`src/rtl/edge_sched_pkg.sv`:
```
// Shared types and helpers for the edge event scheduler: widths, FSM encoding
// and the round-robin picker.
package edge_sched_pkg;

  localparam int WIDTH = 16;
  localparam int IDX_W = 4;

  typedef enum logic [1:0] {
    IDLE   = 2'd0,
    SELECT = 2'd1,
    OFFER  = 2'd2
  } state_t;

  // Returns {found, index}. Scanning from the top offset down lets the lowest
  // offset from ptr overwrite, so the first set bit at/after ptr wins.
  function automatic logic [IDX_W:0] rr_pick(input logic [WIDTH-1:0] req,
                                             input logic [IDX_W-1:0] ptr);
    logic [IDX_W-1:0] idx;
    logic [IDX_W:0]   res;
    res = {(IDX_W+1){1'b0}};
    for (int k = WIDTH-1; k >= 0; k--) begin
      idx = ptr + IDX_W'(k);
      res = req[idx] ? {1'b1, idx} : res;
    end
    return res;
  endfunction

endpackage

```
`src/rtl/edge_sampler_16bit.sv`:
```
// Two-stage enabled sampler: s1 takes d and s2 takes s1 on each enable.
module edge_sampler_16bit
  import edge_sched_pkg::*;
(
  input  logic             clk,
  input  logic             reset,
  input  logic             en,
  input  logic [WIDTH-1:0] d,
  output logic [WIDTH-1:0] s1,
  output logic [WIDTH-1:0] s2
);

  // Sample stages
  always_ff @(posedge clk) begin
    if (reset) begin
      s1 <= {WIDTH{1'b0}};
      s2 <= {WIDTH{1'b0}};
    end else if (en) begin
      s1 <= d;
      s2 <= s1;
    end
  end

endmodule

```
`src/rtl/edge_event_scheduler.sv`:
```
// Periodic sampler control, edge-to-pending capture and round-robin
// serialization of pending edges over a valid/ready port.
module edge_event_scheduler
  import edge_sched_pkg::*;
#(
  parameter int TICK_DIV = 1000
) (
  input  logic             clk,
  input  logic             reset,
  input  logic [WIDTH-1:0] d,
  input  logic [WIDTH-1:0] mask,
  input  logic             clear_ovf,
  output logic             ev_valid,
  input  logic             ev_ready,
  output logic [IDX_W-1:0] ev_index,
  output logic             ev_rise,
  output logic [WIDTH-1:0] pending,
  output logic             overflow
);

  localparam logic [15:0] CNT_MAX = 16'(TICK_DIV - 1);

  logic [15:0]      cnt_r;
  logic             sample_en_s;
  logic             upd_r;
  logic             primed_r;
  logic [WIDTH-1:0] s1_s;
  logic [WIDTH-1:0] s2_s;
  logic [WIDTH-1:0] edge_s;
  logic [WIDTH-1:0] live_s;
  logic [WIDTH-1:0] clr_s;
  logic [WIDTH-1:0] pending_r;
  logic [WIDTH-1:0] dir_r;
  logic             overflow_r;
  logic [IDX_W:0]   pick_s;
  logic [IDX_W-1:0] pick_idx_s;
  state_t           state_r;
  state_t           state_nxt;
  logic             ev_valid_r;
  logic [IDX_W-1:0] ev_index_r;
  logic [IDX_W-1:0] idx_nxt;
  logic             ev_rise_r;
  logic             rise_nxt;
  logic [IDX_W-1:0] rr_ptr_r;
  logic [IDX_W-1:0] rr_nxt;

  assign sample_en_s = (cnt_r == CNT_MAX);

  // Prescaler, sample-update strobe and priming
  always_ff @(posedge clk) begin
    if (reset) begin
      cnt_r    <= 16'd0;
      upd_r    <= 1'b0;
      primed_r <= 1'b0;
    end else begin
      cnt_r    <= sample_en_s ? 16'd0 : cnt_r + 16'd1;
      upd_r    <= sample_en_s;
      // The first update after reset compares against the zeroed s2, so it
      // only arms the capture instead of producing edges.
      primed_r <= primed_r | upd_r;
    end
  end

  edge_sampler_16bit u_sampler (
    .clk   (clk),
    .reset (reset),
    .en    (sample_en_s),
    .d     (d),
    .s1    (s1_s),
    .s2    (s2_s)
  );

  assign edge_s     = (upd_r && primed_r) ? ((s1_s ^ s2_s) & mask) : {WIDTH{1'b0}};
  assign live_s     = pending_r & mask;
  assign pick_s     = rr_pick(live_s, rr_ptr_r);
  assign pick_idx_s = pick_s[IDX_W-1:0];

  // Pending flags, edge direction and sticky overflow; a fresh edge beats a
  // same-cycle grant clear and is not counted as an overflow.
  always_ff @(posedge clk) begin
    if (reset) begin
      pending_r  <= {WIDTH{1'b0}};
      dir_r      <= {WIDTH{1'b0}};
      overflow_r <= 1'b0;
    end else begin
      pending_r <= ((pending_r & ~clr_s) | edge_s) & mask;
      dir_r     <= (dir_r & ~edge_s) | (s1_s & edge_s);
      if (|(edge_s & pending_r & ~clr_s)) begin
        overflow_r <= 1'b1;
      end else if (clear_ovf) begin
        overflow_r <= 1'b0;
      end
    end
  end

  // FSM next state, grant selection and handshake bookkeeping
  always_comb begin
    state_nxt = state_r;
    idx_nxt   = ev_index_r;
    rise_nxt  = ev_rise_r;
    rr_nxt    = rr_ptr_r;
    clr_s     = {WIDTH{1'b0}};
    case (state_r)
      IDLE: begin
        if (|live_s) begin
          state_nxt = SELECT;
        end else begin
          state_nxt = IDLE;
        end
      end
      SELECT: begin
        if (pick_s[IDX_W]) begin
          idx_nxt   = pick_idx_s;
          rise_nxt  = dir_r[pick_idx_s];
          clr_s     = {{(WIDTH-1){1'b0}}, 1'b1} << pick_idx_s;
          state_nxt = OFFER;
        end else begin
          state_nxt = IDLE;
        end
      end
      OFFER: begin
        if (ev_ready) begin
          rr_nxt = ev_index_r + 4'd1;
          if (|live_s) begin
            state_nxt = SELECT;
          end else begin
            state_nxt = IDLE;
          end
        end else begin
          state_nxt = OFFER;
        end
      end
      default: begin
        state_nxt = IDLE;
      end
    endcase
  end

  // FSM state and registered offer outputs
  always_ff @(posedge clk) begin
    if (reset) begin
      state_r    <= IDLE;
      ev_valid_r <= 1'b0;
      ev_index_r <= {IDX_W{1'b0}};
      ev_rise_r  <= 1'b0;
      rr_ptr_r   <= {IDX_W{1'b0}};
    end else begin
      state_r    <= state_nxt;
      ev_valid_r <= (state_nxt == OFFER);
      ev_index_r <= idx_nxt;
      ev_rise_r  <= rise_nxt;
      rr_ptr_r   <= rr_nxt;
    end
  end

  assign ev_valid = ev_valid_r;
  assign ev_index = ev_index_r;
  assign ev_rise  = ev_rise_r;
  assign pending  = pending_r;
  assign overflow = overflow_r;

endmodule

```
`config.mk`:
```
export PLATFORM = sky130hd
export DESIGN_NAME = edge_event_scheduler
export DESIGN_NICKNAME = d
export VERILOG_FILES = /design/src/rtl/edge_sched_pkg.sv /design/src/rtl/edge_sampler_16bit.sv /design/src/rtl/edge_event_scheduler.sv
export SDC_FILE = /design/constraint.sdc
export NUM_CORES = 1
export LEC_CHECK = 0
export CAP_MARGIN = 40
export CELL_PAD_IN_SITES_DETAIL_PLACEMENT = 1
export CELL_PAD_IN_SITES_GLOBAL_PLACEMENT = 1
export CORE_MARGIN = 4
export CORE_UTILIZATION = 45
export CTS_CLUSTER_DIAMETER = 120
export DETAILED_ROUTE_END_ITERATION = 8
export PLACE_DENSITY_LB_ADDON = 0.3
export SLEW_MARGIN = 30
export SYNTH_ARGS = -nofsm -noshare
export SYNTH_HDL_FRONTEND = slang
export SYNTH_SLANG_ARGS = --single-unit
```
`constraint.sdc`:
```
create_clock -name clk -period 6.61 [get_ports clk]
set_input_delay 0.9915 -clock clk [delete_from_list [all_inputs] [get_ports clk]]
set_output_delay 0.9915 -clock clk [all_outputs]
set_load 0.02 [all_outputs]
```
After elaboration in Yosys (flattened, before gate mapping). Index checks and enable logic that the tools add are counted.

Bits in registers: 95. Output and inout port bits: 23. Logic and storage cells: 133. Input port bits: 36.

$add $sub $neg: 17. Equal/unequal tests: 4. Bitwise operators: 14. Multiplexer cells: 59. Reduce and logical (&&, ||, !) cells: 8. Magnitude comparators: 17. Shift operators: 1.

Operators by type and width (number): AND 16 bit (8); < comparator 4 x 5 -> 1 bit, second input constant (17); 2-to-1 mux 5 bit (16); binary-select mux 1 bit (select 4 bit) (17); 2-to-1 mux 16 bit (3); adder 4 bit, second input constant (8); NOT 16 bit (2); OR 16 bit (2); OR reduction 16 bit (2); 2-to-1 mux 1 bit (20); adder 16 x 1 -> 16 bit, second input constant (1); adder 4 x 3 -> 4 bit, second input constant (4); == test 16 x 10 -> 1 bit, second input constant (1); left shift 1 x 4 -> 16 bit, first input constant (1); XOR 16 bit (1); adder 4 x 1 -> 4 bit, second input constant (2); adder 4 x 2 -> 4 bit, second input constant (2); case mux 2 bit (3 select lines) (1); == test 2 bit, second input constant (2); 2-to-1 mux 2 bit (2); AND reduction 2 bit (2); == test 2 x 1 -> 1 bit, second input constant (1); zero test 2 bit (1); nonzero test 2 bit (1); other kinds (3) (3).

Depth between registers and ports, before layout.
Depth in word-level cells: 26. Gate-level depth with buffers: 22. Depth with buffers taken out: 14.

Cells and area by module. Synthesis repeated with hierarchy kept, for this count alone.

Cell total of the unflattened synthesis: 914. Area total of the unflattened synthesis: 7398.3 um^2.

Modules (own cells, without submodules): edge_event_scheduler (area each 6234.7 um^2, seq. area each 1261.2 um^2, instances 1, cells an instance 811); edge_sampler_16bit (area each 1163.6 um^2, seq. area each 640.6 um^2, instances 1, cells an instance 103).

Worst setup path after synthesis. Ideal clock, no wire load.

Path kind: reg2reg. From: reg rr_ptr_r[1]. To: reg ev_rise_r, in the netlist ev_rise. Setup time: 0.124 ns. Slack: 1.836 ns. Period minus slack after synthesis: 4.774 ns. Required time: 6.486 ns. Arrival time: 4.650 ns. Stages on the path, launching flop included: 17. Path buffers: 3. Path through: dfxtp_1 -> buf_2 -> inv_1 -> buf_1 -> ha_1 -> xor2_4 -> mux4_2 -> mux2_4 -> mux2i_1 -> a311oi_1 -> o211ai_1 -> a222oi_1 -> buf_6 -> mux2_1 -> o22a_2 -> a22oi_1 -> o211ai_2.

Longest elaborated chain between the ends: 21. Elaborated cells on any way between the ends: 66. Those cells by class: 15 x add/sub; 50 x mux; 1 x reduce/logical.

Ends and longest elaborated chain: start: declaration (line edge_event_scheduler.sv:44) `logic [IDX_W-1:0] rr_ptr_r;`; start signal: assignment (line edge_event_scheduler.sv:146) `rr_ptr_r <= {IDX_W{1'b0}};`; start signal: assignment (line edge_event_scheduler.sv:152) `rr_ptr_r <= rr_nxt;`; adder 4 bit (line edge_sched_pkg.sv:22) `idx = ptr + IDX_W'(k);`; binary-select mux 1 bit (select 4 bit) (line edge_sched_pkg.sv:23) `res = req[idx] ? {1'b1, idx} : res;`; 2-to-1 mux 1 bit (not written as such) (line edge_sched_pkg.sv:23); 2-to-1 mux 5 bit (15 in series) (line edge_sched_pkg.sv:23); 2-to-1 mux 5 bit (*) (line edge_sched_pkg.sv:23); binary-select mux 1 bit (select 4 bit) (line edge_event_scheduler.sv:114) `rise_nxt = dir_r[pick_idx_s];`; 2-to-1 mux 1 bit (not written as such) (line edge_event_scheduler.sv:114); end signal: assignment (line edge_event_scheduler.sv:151) `ev_rise_r <= rise_nxt;`; end: declaration (line edge_event_scheduler.sv:42) `logic ev_rise_r;`.

Every way passes the cells marked *; elsewhere a longest branch is shown, timed or not. The select of a mux whose other input is x is not followed. A chain may end at the register's enable or synchronous reset.

Worst setup path after layout.
From: reg rr_ptr_r[2]. To: reg overflow_r, in the netlist overflow.

Longest elaborated chain between the ends: 26. Elaborated cells on any way between the ends: 71. Those cells by class: 15 x add/sub; 1 x shift; 51 x mux; 2 x bitwise; 2 x reduce/logical.

Ends and longest elaborated chain: adder 4 bit (line edge_sched_pkg.sv:22); binary-select mux 1 bit (select 4 bit) (line edge_sched_pkg.sv:23); 2-to-1 mux 1 bit (not written as such) (line edge_sched_pkg.sv:23); 2-to-1 mux 5 bit (15 in series) (line edge_sched_pkg.sv:23); 2-to-1 mux 5 bit (*) (line edge_sched_pkg.sv:23); left shift 1 x 4 -> 16 bit (line edge_event_scheduler.sv:115) `clr_s = {{(WIDTH-1){1'b0}}, 1'b1} << pick_idx_s;`; 2-to-1 mux 16 bit (*) (line edge_event_scheduler.sv:112) `if (pick_s[IDX_W]) begin`; 2-to-1 mux 16 bit (*) (line edge_event_scheduler.sv:103) `case (state_r)`; NOT 16 bit (*) (line edge_event_scheduler.sv:88) `if (|(edge_s & pending_r & ~clr_s)) begin`; AND 16 bit (*) (line edge_event_scheduler.sv:88); OR reduction 16 bit (*) (line edge_event_scheduler.sv:88); 2-to-1 mux 1 bit / nonzero test 2 bit (equally long branches); end signal: assignment (line edge_event_scheduler.sv:84) `overflow_r <= 1'b0;`; end signal: assignment (line edge_event_scheduler.sv:89) `overflow_r <= 1'b1;`; end signal: assignment (line edge_event_scheduler.sv:91) `overflow_r <= 1'b0;`; end: declaration (line edge_event_scheduler.sv:34) `logic overflow_r;`.

Marked as above.

==> flow_metrics.tcl <==
set metrics [dict create \
    post_cts_resized 0 \
    rsz_0062_raised_after_global_routing "false" \
    postSynthCellCount 869 \
    antenna_cells 0 \
    clock_tree.root_cell "clkbuf_16" \
    via_count 7088 \
    synth_mux_area_share_pct 13.8 \
    timing.final.crit_period_ps 5290 \
    synth-edff-count 0 \
    synth_most_common_cell "nand2_1" \
    rows 45 \
    finClkSkew_ps 8.86 \
    layout.nets 955 \
    timing.final.crit_share_pct 80.0 \
    ys_ff_latch 95 \
    worst-endpoint-arrival_ps 5500 \
    relSlewSlack_pct 45.0 \
    critical_path.endpoint_type "flip-flop" \
    io_buffer_count 58 \
    synth.avg_cell_area_um2 8.08 \
    final-seq-area_mm2 0.00190 \
    cts_hold_repair.buffers 0 \
    globalRoute.totalOverflow 0 \
    clk_pin_slew_ps 80 \
    timing_max_transition_violations_final 0 \
    routedWlPerCell_um 22.7 \
    cts_setup_buffers 0 \
    hp-class "flip-flop to flip-flop" \
    synth_largest_area_cell "dfxtp_1" \
    report.final.setup_viol 0 \
    fillers 1854 \
    synth_top_family_by_area "simple AND/OR/NAND/NOR gates" \
    floorplan.die.width_um 133 \
    cp_max_fo 15 \
    clock_path_buffers 2 \
    viasPerCell 6.29 \
    multi_input_comb_area_mm2 0.00480 \
    postSynth.asyncResetShare_pct 0 \
    drc 0 \
    setup.reg_to_reg.worst_slack_ps 1320 \
    synth_top_cell_area_share_pct 27.1 \
    antenna_violations_before_repair 0 \
    synth_sequential_area_ratio_pct 27.1 \
    critical_path_class "flip-flop to flip-flop" \
    fmax_mhz 189 \
    post_synth_design_cell_area_mm2 0.00703 \
    gp_congestion 1.00 \
    initial_utilization_pct 46.0 \
    track_usage_pct 28.4 \
    areaGrowthSynthToFinish_pct 14.6 \
    vdd_drop_max_mv 0.137 \
    synth_flop_cell "dfxtp_1" \
    synth_fp_nets 914 \
    tritoncts "built" \
    maximum_number_of_pins_on_one_net_before_global_route_repair 51 \
    worstMarginPinSlew_ps 825 \
    finalHoldWorstSlack_ps 436 \
    timing.setup.tns_ps 0 \
    die_area_mm2 0.0177 \
    hold_viol_final 0 \
    postRouteWirelength_um 25600 \
    drive_gt1_share_pct 12.3 \
    synth_cell_type_count 90 \
    post-route-util_pct 52.8 \
    detail_route.first_pass.iterations 5 \
    num_io_pins 59 \
    drt-initial-drc-count 505 \
    route.antenna.remaining_nets 0 \
    synth.top_cells.by_area "dfxtp_1 27%, mux2i_1 6.7%, nand2_1 5.6%, mux4_2 5.4%, nor2_1 5.1%" \
    max_cap_violations 0 \
    design.core.area_mm2 0.0153 \
    crit_path_start_kind "flip-flop" \
    required_ps 6830 \
    detailed_place_hpwl_um 19400 \
    yosys_warnings 0 \
    cellPowerDensity_mw_per_mm2 141 \
    worst_skew_pair.late_latency_ps 350 \
    cts_made_buffers 9 \
    first_global_vias 7199 \
    synth-xor-area-share_pct 5.70 \
    synthesized_area_fraction_occupied_by_ao_oa_aoi_and_oai_cells_pct 20.9 \
    die_height_um 133 \
    cts_sinks 95 \
    synth_simple_gate_area_share_pct 26.1 \
    synth_adder_area_share_pct 1.60 \
    status "completed" \
    htreeDepth 3 \
    synth_common_cells "104 x nand2_1, 96 x nor2_1, 95 x dfxtp_1" \
    grt_pass1_wl_um 40000 \
    leakage_nw 2.85 \
]
## cells in the final DEF (no fill, tap or decap), drive strengths merged, types with 13 or more instances in the layout
cell type	synthesis	final
buf	24	20
nand2b	23	23
nand4	34	34
mux4	17	17
nand3b	13	13
o21ai	59	59
nand2	107	107
or2	20	20
mux2i	48	48
nor2	97	97
xnor2	14	14
dfxtp	95	95
a21oi	60	60
o22ai	17	17
xor2	27	27
clkdlybuf4s50	0	57
nand3	31	31
inv	18	21
a31oi	19	19
## stage by stage
step                std cells  instance area [um2]  worst slack [ps]  power [W]
floorplan                 869                 7030              1840   0.000601
global placement         1107                 7720              1330   0.000634
detailed placement       1109                 7760              1350   0.000637
CTS                      1125                 8050              1340    0.00114
global route             1126                 8050              1090    0.00117
finish                   1126                 8050              1320    0.00113
## critical path, cell delays in order (launching register included)
cell and delay [ps]:
dfxtp_1 780, inv_2 310, ha_1 730, inv_1 270, mux4_2 400, a311oi_2 520
o21ai_4 190, nand2b_1 160, nand2_1 80, nor4_1 430, a2111oi_4 90, buf_4 220
or2_1 350, o21ai_0 280, o2111a_1 250, a41oi_2 80
## routing by layer
| metal | GRT usage (%) | routed length (um) | part of all wire, % | up-vias |
|---|---|---|---|---|
| li1 | - | - | - | 3265 |
| met1 | 33.8 | 10400 | 41 | 3512 |
| met2 | 49.9 | 12600 | 49 | 237 |
| met3 | 3.99 | 1310 | 5.1 | 74 |
| met4 | 14.2 | 1220 | 4.8 | 0 |
| met5 | 0 | 0 | 0 | - |
## final timing paths
check,start,to,cells after the start
max reg2reg,rr_ptr_r[2]$_SDFFE_PP0P_,overflow$_SDFFE_PP0P_,15
min,state_r[0]$_SDFF_PP0_,state_r[0]$_SDFF_PP0_,1
max,rr_ptr_r[2]$_SDFFE_PP0P_,overflow$_SDFFE_PP0P_,15
min reg2reg,state_r[0]$_SDFF_PP0_,state_r[0]$_SDFF_PP0_,1
## area by class of cell
class	count	share of cell area [%]
clock inverter	7	0.793
sequential	95	23.6
clock buffer	9	2.80
multi-input combinational	708	59.6
timing repair buffer	77	9.01
tap	211	3.28
inverter	19	0.886
## logic make-up (layout without fill, tap and decap cells)
group                    Yosys count  in the layout
buffers and inverters             66            112
multiplexers                      73             73
flip-flops                        95             95
adder cells (fa/ha/maj)            9              9
AO/OA/AOI/OAI                    218            218
AND/OR/NAND/NOR                  367            367
XOR/XNOR                          41             41
## report_power, final
| group | internal [W] | leakage (nW) | switching [W] |
|---|---|---|---|
| Combinational | 0.0000239 | 1.94 | 0.0000258 |
| Sequential | 0.000573 | 0.766 | 0.00000132 |
| Clock | 0.000263 | 0.136 | 0.000247 |
(Power assumes the default switching activity.)
